**config.mk**
```make
export PLATFORM = sky130hd
export DESIGN_NAME = clk_reset_seq
export DESIGN_NICKNAME = d
export VERILOG_FILES = /design/src/rtl/clk_reset_seq.sv
export SDC_FILE = /design/constraint.sdc
export NUM_CORES = 1
export LEC_CHECK = 0
export BUFFER_PORTS_ARGS = -buffer_cell sky130_fd_sc_hd__buf_2
export CORE_MARGIN = 5
export CORE_UTILIZATION = 40
export CTS_CLUSTER_DIAMETER = 60
export CTS_CLUSTER_SIZE = 28
export DETAILED_ROUTE_END_ITERATION = 8
export PLACE_DENSITY_LB_ADDON = 0.12
export SLEW_MARGIN = 20
export SYNTH_ARGS = -nofsm -noshare
export SYNTH_HDL_FRONTEND = slang
export SYNTH_SLANG_ARGS = --single-unit
```
**constraint.sdc**
```tcl
create_clock -name clk -period 1.8 [get_ports clk]
set_input_delay 0.36 -clock clk [delete_from_list [all_inputs] [get_ports clk]]
set_output_delay 0.36 -clock clk [all_outputs]
set_load 0.1 [all_outputs]
```
**src/rtl/clk_reset_seq.sv**
```systemverilog
// Clock-manager reset sequencer: power-on reset, lock wait with timeout,
// bounded retries, lock-loss recovery and software re-sequence request.
module clk_reset_seq #(
  parameter int                 NUM_DCM      = 2,
  parameter logic [NUM_DCM-1:0] CHAN_EN      = '1,
  parameter int                 RST_CYCLES   = 8,
  parameter int                 LOCK_TIMEOUT = 1024,
  parameter int                 MAX_RETRIES  = 4,
  parameter int                 SYNC_STAGES  = 3
) (
  input  logic                               clk,
  input  logic                               rst,
  input  logic                               req,
  input  logic [NUM_DCM-1:0]                 locked,
  output logic [NUM_DCM-1:0]                 dcm_rst,
  output logic                               all_locked,
  output logic                               fail,
  output logic                               lost_lock,
  output logic [$clog2(MAX_RETRIES+1)-1:0]   retries,
  output logic [2:0]                         state
);

  localparam int CW = $clog2((RST_CYCLES > LOCK_TIMEOUT) ? RST_CYCLES : LOCK_TIMEOUT);
  localparam int RW = $clog2(MAX_RETRIES + 1);

  localparam logic [CW-1:0] RST_LAST  = CW'(RST_CYCLES - 1);
  localparam logic [CW-1:0] TO_LAST   = CW'(LOCK_TIMEOUT - 1);
  localparam logic [RW-1:0] RETRY_MAX = RW'(MAX_RETRIES);

  localparam logic [2:0] ST_IDLE      = 3'd0;
  localparam logic [2:0] ST_RESET     = 3'd1;
  localparam logic [2:0] ST_WAIT_LOCK = 3'd2;
  localparam logic [2:0] ST_LOCKED    = 3'd3;
  localparam logic [2:0] ST_FAIL      = 3'd4;

  logic [SYNC_STAGES-1:0] req_sync;
  logic [NUM_DCM-1:0]     lock_sync [SYNC_STAGES];
  logic                   req_prev;
  logic                   req_edge;
  logic                   rst_q;
  logic                   lock_ok;

  logic [CW-1:0] cnt, cnt_n;
  logic [2:0]    state_n;
  logic [RW-1:0] retries_n;
  logic          lost_n;

  // req_edge is registered, giving SYNC_STAGES+2 cycles from req to dcm_rst
  always_ff @(posedge clk) begin
    if (rst) begin
      req_sync <= '0;
      for (int unsigned i = 0; i < SYNC_STAGES; i++) lock_sync[i] <= '0;
      req_prev <= 1'b0;
      req_edge <= 1'b0;
    end else begin
      req_sync     <= {req_sync[SYNC_STAGES-2:0], req};
      lock_sync[0] <= locked;
      for (int unsigned i = 1; i < SYNC_STAGES; i++) lock_sync[i] <= lock_sync[i-1];
      req_prev <= req_sync[SYNC_STAGES-1];
      req_edge <= req_sync[SYNC_STAGES-1] & ~req_prev;
    end
  end

  assign lock_ok = &(lock_sync[SYNC_STAGES-1] | ~CHAN_EN);

  // IDLE is only entered when rst is held for a second consecutive cycle
  always_ff @(posedge clk) rst_q <= rst;

  always_comb begin
    state_n   = state;
    cnt_n     = cnt;
    retries_n = retries;
    lost_n    = lost_lock;
    if (req_edge) begin
      state_n   = ST_RESET;
      cnt_n     = '0;
      retries_n = '0;
      lost_n    = 1'b0;
    end else begin
      case (state)
        ST_IDLE: begin
          state_n = ST_RESET;
          cnt_n   = '0;
        end
        ST_RESET: begin
          if (cnt == RST_LAST) begin
            state_n = ST_WAIT_LOCK;
            cnt_n   = '0;
          end else begin
            cnt_n = cnt + CW'(1);
          end
        end
        ST_WAIT_LOCK: begin
          if (lock_ok) begin
            state_n = ST_LOCKED;
            cnt_n   = '0;
          end else if (cnt == TO_LAST) begin
            cnt_n     = '0;
            retries_n = retries + RW'(1);
            state_n   = ((retries + RW'(1)) < RETRY_MAX) ? ST_RESET : ST_FAIL;
          end else begin
            cnt_n = cnt + CW'(1);
          end
        end
        ST_LOCKED: begin
          if (!lock_ok) begin
            state_n   = ST_RESET;
            cnt_n     = '0;
            retries_n = '0;
            lost_n    = 1'b1;
          end
        end
        ST_FAIL: ;
        default: begin
          state_n = ST_RESET;
          cnt_n   = '0;
        end
      endcase
    end
  end

  always_ff @(posedge clk) begin
    if (rst) begin
      state      <= rst_q ? ST_IDLE : ST_RESET;
      cnt        <= '0;
      retries    <= '0;
      lost_lock  <= 1'b0;
      fail       <= 1'b0;
      all_locked <= 1'b0;
      dcm_rst    <= '1;
    end else begin
      state      <= state_n;
      cnt        <= cnt_n;
      retries    <= retries_n;
      lost_lock  <= lost_n;
      fail       <= (state_n == ST_FAIL);
      all_locked <= (state_n == ST_LOCKED);
      dcm_rst    <= (state_n == ST_IDLE || state_n == ST_RESET || state_n == ST_FAIL)
                    ? '1 : ~CHAN_EN;
    end
  end

endmodule

```
==> results of run 1 <==
[kinds of logic after synthesis]
group                    count (synthesis)  share of synthesized area
AND/OR/NAND/NOR                         56                      0.253
AO/OA/AOI/OAI                           34                      0.171
flip-flops                              32                      0.458
buffers and inverters                   10                     0.0331
XOR/XNOR                                 7                     0.0438
adder cells (fa/ha/maj)                  3                     0.0268
multiplexers                             2                     0.0143
[registers in the layout, summed over array words and instances, names as in the netlist]
signal      flops
cnt            10
lock_sync       6
req_sync        3
retries         3
state           3
all_locked      1
dcm_rst         1
fail            1
lost_lock       1
req_edge        1
req_prev        1
rst_q           1
[layout make-up]
cell class | instances | share of cell area
clock inverters | 2 | 0.0197
well taps | 46 | 0.0323
inverters | 3 | 0.00633
flip-flops and latches | 32 | 0.369
repair buffers | 34 | 0.122
clock buffers | 6 | 0.0232
multi-input cells | 102 | 0.427
[power by group]
group / switching, mW / internal (mW)
logic: 0.0433 / 0.0324
registers: 0.00743 / 0.720
clock network: 0.244 / 0.291
total: 0.295 / 1.04
[timing repair]
item                                    CTS  global route
pin swaps                                 0             7
hold endpoints to repair                  0             0
buffers inserted                          1             0
endpoints found under the setup margin    1            14
gates resized for setup                   0            11
[worst max-delay path: cells and delay by family (launching register included)]
family          cells  cell delay, ps
simple gates        3            1210
flops               1             380
compound gates      1             140
[path summary, 6_finish.rpt]
check | slack [ps] | depth (start not counted) | end | startpoint
setup / recovery | 10 | 4 | fail | state[1]
hold / removal | 230 | 2 | lock_sync[0][0] | locked[0]
setup reg to reg | 10 | 4 | fail | state[1]
hold reg to reg | 380 | 1 | req_edge | req_prev
[layer usage]
metal  wire length [um]  track usage
met1               1400        0.155
met2               1320        0.201
met4                 84       0.0716
met3                156       0.0523
met5                  0            0
[through the flow]
stage | cells | power, mW
2_1_floorplan | 144 | 0.787
3_3_place_gp | 216 | 0.810
3_5_place_dp | 216 | 0.812
4_1_cts | 225 | 1.36
5_1_grt | 225 | 1.40
6_report | 225 | 1.34
[cell usage after synthesis (3+ instances only)]
cell,number,area share
sky130_fd_sc_hd__nand3_1,7,0.025
sky130_fd_sc_hd__nand2b_1,3,0.013
sky130_fd_sc_hd__ha_1,3,0.027
sky130_fd_sc_hd__a21oi_1,12,0.043
sky130_fd_sc_hd__nor2b_1,12,0.054
sky130_fd_sc_hd__clkbuf_1,3,0.0080
sky130_fd_sc_hd__dfxtp_1,32,0.46
sky130_fd_sc_hd__nand2_1,4,0.011
sky130_fd_sc_hd__nand4_1,3,0.013
sky130_fd_sc_hd__xor2_1,6,0.038
sky130_fd_sc_hd__or2_2,3,0.013
sky130_fd_sc_hd__nor4_1,3,0.013
sky130_fd_sc_hd__inv_1,3,0.0080
==> flow_results.org, run 1 <==
** Floorplan
- Ports placed on the boundary :: 16
- In this run the vertical extent of the chip is 69.1 um.
- Area of the placeable core :: 3360 um^2
- Overall die area :: 4780 um^2
- Die extent in x :: 69.1 um
- The initial utilization of the core area, before any placement, comes to 0.416.
- Core Rows :: 21

** Final layout
- Most frequent cells in the layout :: 25 x sky130_fd_sc_hd__dfxtp_1, 19 x sky130_fd_sc_hd__buf_4, 15 x sky130_fd_sc_hd__buf_2
- Register Area :: 657 um^2
- The library cell used most frequently in the layout, excluding fill and tap cells, is sky130_fd_sc_hd__dfxtp_1.
- The area growth from synthesis to layout is 27.2%.
- After filler insertion, the fill cell instance count of the layout stands at 325.
- The finished cells cover 1780 um^2.
- In the final layout, the multi-input gates occupy 759 um^2.
- After the last flow step, the layout net total stands at 186.
- Fraction of final layout cells with drive strength greater than 1 :: 0.369
- Once layout is complete, the utilization of the core stands at 0.529.
- 0 antenna diodes ended up in the layout.

** Yosys
- The number of nets handed over by synthesis was 152.
- The synthesized netlist occupies a cell area of 1400 um^2.
- Number of library cell types mapped by synthesis :: 48
- Number of cells produced by synthesis :: 144
- Main flop type after synthesis :: sky130_fd_sc_hd__dfxtp_1
- Flip-flop and latch count after synthesis :: 32
- The share of the Yosys chip area taken by registers is 0.458.
- The synthesized design contains 0 enable-type register cells.
- Mean cell area of the mapped netlist :: 9.71 um^2
- Counting flops with an async set or reset pin after synthesis yields a share of 0.
- For this run, the number of Yosys warnings is 0.

** Run status
- The run finished with clean final reports.

** Setup path
- STA classifies the critical path startpoint as a flop.
- CP Capture Type :: flop
- At the worst endpoint, the required time is 2080 ps.
- The slowest stage of the critical path belongs to the cell sky130_fd_sc_hd__or4_4.
- In this run the worst path has a maximum fanout of 5.
- Slowest Stage Delay on Critical Path :: 440 ps
- Worst endpoint data arrival time :: 2060 ps
- The signal on the critical path passes through or3b_4, or4_4, or3_4, a21oi_1.
- Crit path kind :: flop to flop

** Clocking
- Clock latency at the later pin of the worst-skew pair :: 330 ps
- Number of buffers created by CTS :: 5
- Hold_buf cts :: 0
- Max Buffers Root-to-Sink :: 2
- After clock tree synthesis, the clock-pin slew on the worst setup and hold paths is 100 ps.
- The H-tree was split into 2 levels.
- Buffer type at the clock tree root :: sky130_fd_sc_hd__clkbuf_4
- CTS tree :: yes
- For this design, the sink count on the clock tree is 32.

** STA
- Of the available clock period, the critical path in the final layout requires 0.993.
- Clock period minus final worst setup slack :: 1790 ps
- Worst hold slack across all endpoints :: 229 ps
- Setup violators final :: 0
- Derived from the worst setup path, the maximum achievable clock frequency is 559 MHz.
- The final count of hold timing violations came to 0.
- The count of final max-slew check failures is 0.
- Measured against its own limit, the worst slew margin works out to 0.675.
- Worst Tran Pin Value :: 491 ps
- Clock skew on the completed layout was measured at 7.71 ps.
- Setup repair after global routing could not meet its margin everywhere.
- Final setup margin :: 12.6 ps
- Setup TNS :: 0 ps

** GRT
- Wire length of the first global-routing pass :: 5030 um
- Largest net degree at the start of global routing :: 14
- The number of antenna violations at the first check in global routing is 0.
- After global routing the overflow that remains totals 0.
- Total global routing track utilization :: 0.131
- The via count of the first global-routing pass is 1117.

** Worst hold path
- The worst hold path belongs to the class input port to flop.

** Pwr
- Across the VDD grid, the largest voltage drop is 0.332 mV.
- For this design the ratio of total power to cell area is 752 nW/um^2.
- LEAKAGE :: 0.704 nW

** Route
- Routed wire length per instance :: 13.2 um
- Residual DRC :: 0
- Post-route antenna net violation count :: 0
- Summed over all layers, the routed wires come to 2960 um.
- Drt pass-1 iters :: 4
- The first routing iteration left 87 violations.
- After detailed routing, the number of vias per cell comes to 5.23.
- Detailed routing inserted a total of 1176 vias.

** Flow run
- Max-capacitance violation count :: 0

** Placed design
- Detailed placer's ending HPWL :: 2140 um
- Buffers placed on the I/O ports in this run total 15.
- Worst slack at placement :: 15.3 ps
- Instance area at placement :: 1650 um^2
- At the end of routability-driven placement, the weighted congestion stood at 0.771.
Power figures use the tool's default switching activity.
==> run 2, diff against run 1 <==
--- a/config.mk
+++ b/config.mk
@@ -5,7 +5,8 @@
 export SDC_FILE = /design/constraint.sdc
 export NUM_CORES = 1
 export LEC_CHECK = 0
-export BUFFER_PORTS_ARGS = -buffer_cell sky130_fd_sc_hd__buf_2
+export ABC_AREA = 1
+export BUFFER_PORTS_ARGS = -buffer_cell sky130_fd_sc_hd__buf_4
 export CORE_MARGIN = 5
 export CORE_UTILIZATION = 40
 export CTS_CLUSTER_DIAMETER = 60
==> run 2 against run 1 <==
  * Final cell count grew 16%
  * Combinational power increased by 20%
  * Die area up 2.0%
  * Routed wire length decreased by 8.6%
  * Clock power is 16% lower
  * Global-route usage down 0.49 points
  * Worst hold slack better by 1.6 ps
  * Clock-buffer cell count increased by 1
  * Total power down 4.8%
  * Core utilization fell by 4.0 points
  * Register-to-register slack improved by 200 ps
  * Critical path type unchanged
  * Largest cell class unchanged
  * Largest power group unchanged
  * Highest routed layer unchanged
==> flow_results.org, run 2 <==
** STA
- The fmax was 629 MHz (+12%).
- The transition at the pin with the smallest max-transition slack came to 572 ps (+81.1 ps).
- Max-slew violation count :: 0 (unchanged)
- Clock period minus final worst setup slack :: 1590 ps (-197 ps)
- Setup repair after global routing missed its margin :: false
- The largest clock skew in the final design came to 8.58 ps (+0.874 ps).
- Period utilisation layout :: 0.884 (-0.109)
- The worst-case setup margin in the final layout was 209 ps (+197 ps).
- The number of setup violations in the final report was 0 (unchanged).
- The headroom to the max-slew limit is 0.617 (-0.0577).
- The final count of hold timing violations is 0 (unchanged).
- Setup TNS :: 0 ps (unchanged)

** Pwr
- Clock network fraction of design power :: 0.353 (-0.047)
- PnR Total Power :: 1.27 mW (-4.8%)
- The internal portion of total power was 0.975 mW (-6.6%).
- LEAKAGE :: 0.780 nW (+11%)
- Proportion of power drawn by flip-flops and latches :: 0.576 (+0.032)
- P_sw :: 0.299 mW (+1.4%)
- The power per cell area is 768 nW/um^2 (+2.2%).
- Worst ir drop on vdd :: 0.409 mV (+23%)
- The combinational group share of total power came to 0.071 (+0.014).
- Switching Fraction :: 0.235 (+0.0144)

** Setup path
- The required arrival time at the worst endpoint came to 2030 ps (-50 ps).
- CP Capture Type :: flop
- R2R cell count :: 8 (+4)
- The worst path arrival time was 1820 ps (-240 ps).
- Setup slack, reg-to-reg :: 210 ps (+200 ps)
- Critical Path Slowest Stage Cell :: sky130_fd_sc_hd__dfxtp_1
- Crit path kind :: flop to flop
- Cell breakdown of the critical path :: ha_1, nand3_2, nor2_2, nand2_2, nand2_1, nand3_2, nand2_2, nor2_1
- Startpoint type of the worst setup path :: flop
- The largest driver fanout on the critical path came to 5 (unchanged).
- Destination of the worst register-to-register timing path :: cnt[2]
- Origin of the critical flop-to-flop path :: cnt[0]
- Among cell families on the critical path, the largest total delay comes from simple AND/OR/NAND/NOR gates.
- Buffer and inverter count on the worst path :: 0 (unchanged)
- The longest individual stage delay on the worst path came to 400 ps (-40 ps).

** Clocking
- Post-CTS clock slew at the launch and capture registers of the worst setup and hold paths :: 90 ps (about the same)
- Max Buffers Root-to-Sink :: 2 (unchanged)
- Clock latency at the later pin of the worst-skew pair :: 330 ps (about the same)
- The clock buffer count from CTS came to 5 (unchanged).
- The hold buffer count at cts came to 0 (unchanged).
- The post-CTS setup buffer count came to 0 (-1).
- The clock net sink count came to 32 (unchanged).
- The H-tree level count is 2 (unchanged).
- Number of gates resized after cts :: 0 (unchanged)
- Buffer type at the clock tree root :: sky130_fd_sc_hd__clkbuf_4
- TritonCTS built the clock tree.

** Final layout
- cnt holds more flip-flops than any other register.
- The final antenna diode count was 0 (unchanged).
- Net count of the finished layout :: 223 (+20%)
- Registers with the highest flip-flop counts :: cnt x10, lock_sync x6
- Most frequent cells in the layout :: 40 x sky130_fd_sc_hd__nand2_1, 33 x sky130_fd_sc_hd__nor2_1, 30 x sky130_fd_sc_hd__inv_1
- Area growth from synthesis to final layout :: 15.8%
- Fraction of final layout cells with drive strength greater than 1 :: 0.205 (-0.164)
- The number of cells in the finished layout apart from fillers came to 261 (+16%).
- Largest register FFs :: 10 (unchanged)
- Most common cell after layout, fill and taps aside :: sky130_fd_sc_hd__nand2_1

** Floorplan
- Initial Utilization :: 0.422 (+0.00637)
- Overall die area :: 4870 um^2 (+2.0%)
- The site row count is 21 (unchanged).
- The vertical die dimension is 69.8 um (+0.99%).
- Die extent in x :: 69.8 um (+0.99%)
- Ports placed on the boundary :: 16 (unchanged)
- The core outline area was 3390 um^2 (+0.78%).

** GRT
- The first-pass GRT wire length is 5000 um (-0.70%).
- The met1 capacity usage during global routing is 0.144 (-0.0106).
- The total global routing overflow was 0 (unchanged).
- Vias in the first global route :: 1181 (+5.7%)
- The met3 track utilization from global routing is 0.0362 (-0.0161).
- Met2 Use GR :: 0.209 (+0.00754)
- The total routing usage reported by global routing is 0.126 (-0.00489).
- Largest net degree at the start of global routing :: 17 (+3)
- In this run the most used layer during global routing was met2.
- Number of antenna violations at the first check in global routing :: 0 (unchanged)

** Yosys
- The per-instance average area after synthesis was 7.34 um^2 (-24%).
- In the post-synthesis netlist, the cell with the most instances is sky130_fd_sc_hd__nand2_1.
- The top cell type's share of synthesized area was 0.448 (-0.0104).
- Flip-flop and latch count after synthesis :: 32 (unchanged)
- Synthesized cell area :: 1430 um^2 (+2.3%)
- The commonest cells after synthesis are 40 x sky130_fd_sc_hd__nand2_1, 33 x sky130_fd_sc_hd__nor2_1, 32 x sky130_fd_sc_hd__dfxtp_1, 30 x sky130_fd_sc_hd__inv_1, 16 x sky130_fd_sc_hd__nand3_1.
- Number of warnings reported in the yosys synthesis log :: 0 (unchanged)
- Cell types occupying the most area after synthesis :: sky130_fd_sc_hd__dfxtp_1 45%, sky130_fd_sc_hd__nand2_1 10%, sky130_fd_sc_hd__nor2_1 8.7%
- The share of async-settable or async-resettable flops after synthesis came to 0 (unchanged).
- The total nets after synthesis came to 203 (+34%).
- Number of cells produced by synthesis :: 195 (+35%)
- The post-synthesis cell type count was 27 (-44%).
- Share of synthesized area occupied by flip-flops and latches :: 0.448 (-0.0104)
- Post-synth EDFFs :: 0 (unchanged)
- In the synthesized netlist the dominant register cell turns out to be sky130_fd_sc_hd__dfxtp_1.
- Cell type contributing the most total cell area after synthesis :: sky130_fd_sc_hd__dfxtp_1

** Route
- Drt pass-1 iters :: 4 (unchanged)
- Via/cell ratio :: 4.62 (-12%)
- Residual DRC :: 0 (unchanged)
- Post-detailed-routing wire length :: 2710 um (-8.6%)
- The number of design-rule violations left by the first detailed-router iteration is 63 (-28%).
- DR vias :: 1207 (+2.6%)
- The post-detailed-route count of antenna-violating nets is 0 (unchanged).
- The average wire per cell in the routed design is 10.4 um (-21%).

** Placed design
- The half-perimeter wire length after detailed placement is 2110 um (-1.3%).
- Final Wtd Congestion :: 0.830 (+7.6%)
- Worst slack at placement :: 222 ps (+207 ps)
- Count of buffers inserted at the top-level ports :: 15 (unchanged)
- Instance count after placement with tap cells included :: 254 (+18%)

** Worst hold path
- Min-Delay Path Depth :: 3 (+1)
- The path with the worst hold slack has its endpoint at lock_sync[0][1].
- Hold Path Origin :: locked[1]
- In this run the worst hold path is classified as input port to flop.

** Flow run
- Max-capacitance violation count :: 0 (unchanged)

** Run status
- Result of the run :: finished clean
run 2: cell types whose count changed in the layout (fill, tap and decap cells not counted), sizes merged, moves of 4 or more:
cell and delta:
nand2 +41, buf -18, xor2 -4, a21oi -6
inv +28, nand3 +12, nor2b -12, nor2 +35
run 2: final cells by class:
type	count	area [um^2]
fillers	337	1730
multi-input cells	129	652
flip-flops and latches	32	647
repair buffers	16	120
inverters	31	116
clock buffers	7	65.1
well taps	46	57.6
run 2: kinds of logic (layout without fill, tap and decap cells):
| logic type | Yosys count | in the layout | share of synthesized area |
|---|---|---|---|
| flip-flops | 32 | 32 | 0.448 |
| buffers and inverters | 34 | 54 | 0.0970 |
| adder cells (fa/ha/maj) | 3 | 3 | 0.0262 |
| AND/OR/NAND/NOR | 110 | 110 | 0.357 |
| XOR/XNOR | 3 | 3 | 0.0184 |
| AO/OA/AOI/OAI | 13 | 13 | 0.0542 |
run 2: worst max path at each step:
stage                    start          to  slack, ps  depth (start not counted)
floorplan           dcm_rst[0]  dcm_rst[1]         80                          1
global placement        cnt[0]      cnt[9]        290                         10
detailed placement      cnt[0]      cnt[9]        220                         10
CTS                     cnt[0]      cnt[9]        200                         10
global route            cnt[0]      cnt[1]         70                          8
finish                  cnt[0]      cnt[2]        210                          8
run 2: metrics by stage:
step                hold WS (ps)  utilization  cell area, um^2
finish                       231        0.489             1660
global route                 214        0.489             1660
CTS                          208        0.489             1660
detailed placement           387        0.470             1590
global placement             388        0.470             1590
floorplan                    373            -             1440
run 2: power groups by stage:
stage / Clock (mW) / Sequential, mW / Combinational (mW)
after floorplan: 0 / 0.765 / 0.0520
after global placement: 0 / 0.751 / 0.0910
after detailed placement: 0 / 0.751 / 0.0919
after CTS: 0.477 / 0.735 / 0.0924
after global routing: 0.508 / 0.737 / 0.105
final: 0.449 / 0.734 / 0.0906
run 2: layer usage:
| layer | share of wire | routed length [um] |
|---|---|---|
| met1 | 0.45 | 1210 |
| met2 | 0.49 | 1340 |
| met3 | 0.042 | 115 |
| met4 | 0.015 | 41 |
| met5 | 0 | 0 |
run 2: tightest hold or removal path, cell delays in order:
cell                     delay [ps]
sky130_fd_sc_hd__buf_4           70
sky130_fd_sc_hd__inv_1           30
sky130_fd_sc_hd__nor2_1          60
